==> config.mk <==
export PLATFORM = sky130hd
export DESIGN_NAME = deserializer_stream
export DESIGN_NICKNAME = d
export VERILOG_FILES = /design/src/rtl/deserializer_stream.sv
export SDC_FILE = /design/constraint.sdc
export NUM_CORES = 1
export LEC_CHECK = 0
export ABC_AREA = 1
export BUFFER_PORTS_ARGS = -buffer_cell sky130_fd_sc_hd__clkbuf_2
export CAP_MARGIN = 20
export CORE_MARGIN = 4
export CORE_UTILIZATION = 40
export DETAILED_ROUTE_END_ITERATION = 12
export GPL_TIMING_DRIVEN = 0
export PLACE_DENSITY = 0.67
export SLEW_MARGIN = 40
export SYNTH_ARGS = -nofsm -noshare
export SYNTH_HDL_FRONTEND = slang
export SYNTH_SLANG_ARGS = --single-unit
==> constraint.sdc <==
create_clock -name iClk -period 1.6 [get_ports iClk]
set_input_delay 0.16 -clock iClk [delete_from_list [all_inputs] [get_ports iClk]]
set_output_delay 0.16 -clock iClk [all_outputs]
set_load 0.005 [all_outputs]
==> src/rtl/deserializer_stream.sv <==
// deserializer_stream: gated serial-to-parallel converter feeding a one-word valid/ready holding register.
// Optional feature: define DESER_PARITY_EN to take a trailing even-parity bit per word and drive oParity_err.
module deserializer_stream #(
   parameter int DATA_SIZE = 8,
   parameter bit MSB_FIRST = 1'b1,
   localparam int CNT_W = $clog2(DATA_SIZE + 1)
) (
   input  logic                 iClk,
   input  logic                 iRst,
   input  logic                 iEn,
   input  logic                 iData_in,
   input  logic                 iLoading,
   input  logic                 iReady,
   input  logic                 iClr,
   output logic [DATA_SIZE-1:0] oData,
   output logic                 oValid,
   output logic                 oBusy,
   output logic [CNT_W-1:0]     oBit_count,
   output logic                 oOverrun,
`ifdef DESER_PARITY_EN
   output logic                 oAbort,
   output logic                 oParity_err
`else
   output logic                 oAbort
`endif
);

   typedef enum logic [1:0] {IDLE, SHIFT, PARITY} state_t;

   state_t               state;
   logic [DATA_SIZE-1:0] shiftReg;
   logic [CNT_W-1:0]     cnt;
   logic [DATA_SIZE-1:0] shifted;
   logic [DATA_SIZE-1:0] commitWord;
   logic                 accept;
   logic                 abort;
   logic                 drain;
   logic                 lastBit;
   logic                 commit;
   logic                 store;
   logic                 overrunSet;

   assign accept  = iEn & iLoading;
   assign abort   = iEn & ~iLoading & (state != IDLE);
   assign drain   = oValid & iReady;
   assign lastBit = (state == SHIFT) && (cnt == CNT_W'(DATA_SIZE - 1));
   assign shifted = MSB_FIRST ? {shiftReg[DATA_SIZE-2:0], iData_in}
                              : {iData_in, shiftReg[DATA_SIZE-1:1]};

`ifdef DESER_PARITY_EN
   // The full word already sits in shiftReg; the edge that commits samples only the parity bit.
   assign commit     = accept & (state == PARITY);
   assign commitWord = shiftReg;
`else
   assign commit     = accept & lastBit;
   assign commitWord = shifted;
`endif

   // A completed word is stored when the holding register is empty or is being drained this edge.
   assign store      = commit & (~oValid | drain);
   assign overrunSet = commit & ~(~oValid | drain);

   assign oBusy      = (state != IDLE);
   assign oBit_count = cnt;

   always_ff @(posedge iClk or posedge iRst) begin
      if (iRst) begin
         state    <= IDLE;
         shiftReg <= '0;
         cnt      <= '0;
         oData    <= '0;
         oValid   <= 1'b0;
         oOverrun <= 1'b0;
         oAbort   <= 1'b0;
`ifdef DESER_PARITY_EN
         oParity_err <= 1'b0;
`endif
      end else begin
         // NOTE: non-blocking assignments keep every register sampling pre-edge values, so the
         // commit and the drain decisions below see the same oValid regardless of statement order.
         if (store) begin
            oData  <= commitWord;
            oValid <= 1'b1;
`ifdef DESER_PARITY_EN
            oParity_err <= ^{shiftReg, iData_in};
`endif
         end else if (drain) begin
            oValid <= 1'b0;
         end

         // Sticky flags: a set event on the same edge as iClr wins.
         oOverrun <= overrunSet | (oOverrun & ~iClr);
         oAbort   <= abort | (oAbort & ~iClr);

         if (abort) begin
            state <= IDLE;
            cnt   <= '0;
         end else if (accept) begin
            case (state)
               IDLE: begin
                  shiftReg <= shifted;
                  cnt      <= CNT_W'(1);
                  state    <= SHIFT;
               end
               SHIFT: begin
                  shiftReg <= shifted;
                  if (lastBit) begin
                     cnt <= '0;
`ifdef DESER_PARITY_EN
                     state <= PARITY;
`else
                     state <= IDLE;
`endif
                  end else begin
                     cnt <= cnt + CNT_W'(1);
                  end
               end
               default: state <= IDLE;
            endcase
         end
      end
   end

endmodule
==> metrics <==
run status complete, no violations; first-pass GRT wire length 3070 um; number of synthesized register bits 23; Rel. slew slack 0.685; Crit. Startpoint oBit_count[0]; total routed wirelength 1900 um; ant diodes 0; TNS Setup 0 ns; Post-route DRC 0; RD Place Congestion 0.780; most common cell in the netlist nand2_1; Post-Syn Instances 117; WHS 0.0510 ns; Worst setup EP type flip-flop; share of post-route cells with drive strength above 1 0.229; initial antenna violation count 0; final period utilization 0.867; syn nets 125; CTS root buffer clkbuf_4; number of global-route vias before repair 720; Post-Syn Area 0.00102 mm2; clk slew on worst S/H paths 0.13 ns; Die Span X 58.6 um; fraction of registers with async set/reset 1.00; Layout Nets 153; crit start category flip-flop; Clock Tree Buf Depth 2; Clock Skews 0.00790 ns; static leakage 0.674 nW; CP required 1.81 ns; area leader, netlist dfrtp_1; WL/cell 10.9 um; total CTS buffers 3; First-pass DRT Iterations 4; r2r setup slk 0.21 ns; worst vdd ir 0.000614 V; layout overhead on the synthesized area 18.1%; Core ar. 0.00245 mm2; reg-to-reg startpoint oBit_count[0]; ys flop type dfrtp_1; Critical Path Fanout Max 10; EDFF count, synth 0; power per cell area 1040 mW/mm2; gr usage total 0.118; die height 58.6 um; Distinct cells, synth 17; Yosys warnings 0; Starting Density 0.417; # setup viols final 0; Syn Area/Cell 8.75 um2; remaining global-route overflow 0; Sink Count 23; DP Wirelength 1400 um; boundary pin count 23; Synth top area share 0.562; clock latency on the worst-skew pair 0.30 ns; Max Fclk 721 MHz; worst min path class input pin to flip-flop; hold_sp iClr; Die ar. 0.00343 mm2; Commonest cells post-synth 43 x nand2_1, 23 x dfrtp_1, 12 x inv_1; remaining antenna violation count 0; Final Max Tran Viols 0; measured slew at the worst slew-check pin 0.472 ns; Final Hold Fails 0; Via density 4.78; 1st-iter DRT viols 32; synth top area cells dfrtp_1 56%, nand2_1 16%, nand4_1 5.5%; H-tree lvl count 1; CTS tree built; RSZ-0062 raised after global routing no; shortest period the worst path allows 1.39 ns; number of max-cap violations 0; Critical Path AT 1.60 ns; Setup CP Type flip-flop to flip-flop; largest net degree at the start of global routing 24; register area share after synthesis 0.562; row cnt 18; vias after detailed routing 831; port bufs 22
[placed cells by master (no fill, tap or decap)]
| master | netlist | layout |
|---|---|---|
| a21oi_1 | 2 | 2 |
| buf_1 | 1 | 1 |
| buf_2 | 2 | 2 |
| clkbuf_2 | 0 | 22 |
| clkbuf_4 | 0 | 3 |
| clkinv_2 | 0 | 1 |
| dfrtp_1 | 23 | 23 |
| dlygate4sd3_1 | 0 | 1 |
| ha_1 | 1 | 1 |
| inv_1 | 12 | 11 |
| inv_2 | 1 | 2 |
| nand2_1 | 43 | 43 |
| nand2_2 | 1 | 1 |
| nand3_1 | 5 | 5 |
| nand3_4 | 1 | 1 |
| nand4_1 | 9 | 9 |
| nor2_1 | 3 | 3 |
| nor2_8 | 1 | 1 |
| o21ai_0 | 10 | 10 |
| o22ai_1 | 1 | 1 |
| xnor2_1 | 1 | 1 |
[kinds of logic (layout without fill, tap and decap cells)]
| group | count (synthesis) | after routing | synth area share |
|---|---|---|---|
| DFF | 23 | 23 | 0.562 |
| and+or+nand+nor | 63 | 63 | 0.291 |
| adders and majority gates | 1 | 1 | 0.0122 |
| buffers and inverters | 16 | 43 | 0.0611 |
| AOI/OAI and AO/OA | 13 | 13 | 0.0648 |
| xor gates and xnor gates | 1 | 1 | 0.00856 |
[power breakdown]
part	leakage, nW	switching [mW]	internal, mW	total [mW]
Clock	0.0177	0.171	0.0931	0.264
Sequential	0.305	0.0750	0.663	0.738
Combinational	0.351	0.150	0.110	0.260
Total	0.674	0.396	0.866	1.26
[flip-flops by register name (all words and copies together) (netlist names)]
| name | cells |
|---|---|
| oAbort | 1 |
| oBit_count | 4 |
| oData | 8 |
| oOverrun | 1 |
| oValid | 1 |
| shiftReg | 7 |
| state | 1 |
[stage by stage]
step	util	power (mW)	setup slack [ns]	cells	area, um2
after floorplan	-	0.905	0.358	117	1020
after global placement	0.477	1.00	0.242	169	1170
after detailed placement	0.477	1.01	0.211	169	1170
after CTS	0.492	1.28	0.202	174	1210
after global routing	0.492	1.36	0.0834	174	1210
final	0.492	1.26	0.214	174	1210
[final timing paths]
check                      cells past startpoint        to
setup reg to reg                               6  oData[3]
hold reg to reg                                2  oData[6]
hold / removal                                 2    oAbort
setup / recovery                               6  oData[3]
max in group asynchronous                      3    oValid
min in group asynchronous                      3  oData[1]
[area by class of cell]
cell class	instances	area, um2
Multi-Input combinational cell	78	385
Buffer	3	13.8
Clock inverter	1	5.00
Fill cell	246	1250
Timing Repair Buffer	23	120
Clock buffer	3	22.5
Tap cell	30	37.5
Inverter	13	48.8
Sequential cell	23	576
[worst max-delay path, stage by stage (launching register included)]
cell and delay (ns):
dfrtp_1 0.44, ha_1 0.26, nand2_2 0.11, nor2_8 0.21, nand3_4 0.13, nand2_1 0.09
nand2_1 0.05
[repair_timing]
| item | 4_1_cts | 5_1_grt |
|---|---|---|
| hold endpoints to repair | 23 | 0 |
| hold buffers | 1 | 0 |
| buffers inserted | 0 | 0 |
| resized for setup | 0 | 0 |
[metal layers]
layer	GRT usage	up-vias	wire, um	share of wire
met3	0.0285	2	101	0.053
met1	0.160	367	960	0.51
li1	-	438	-	-
met4	0.0550	0	13	0.0069
met2	0.177	24	820	0.43
met5	0	-	0	0
Power figures use the tool's default switching activity.
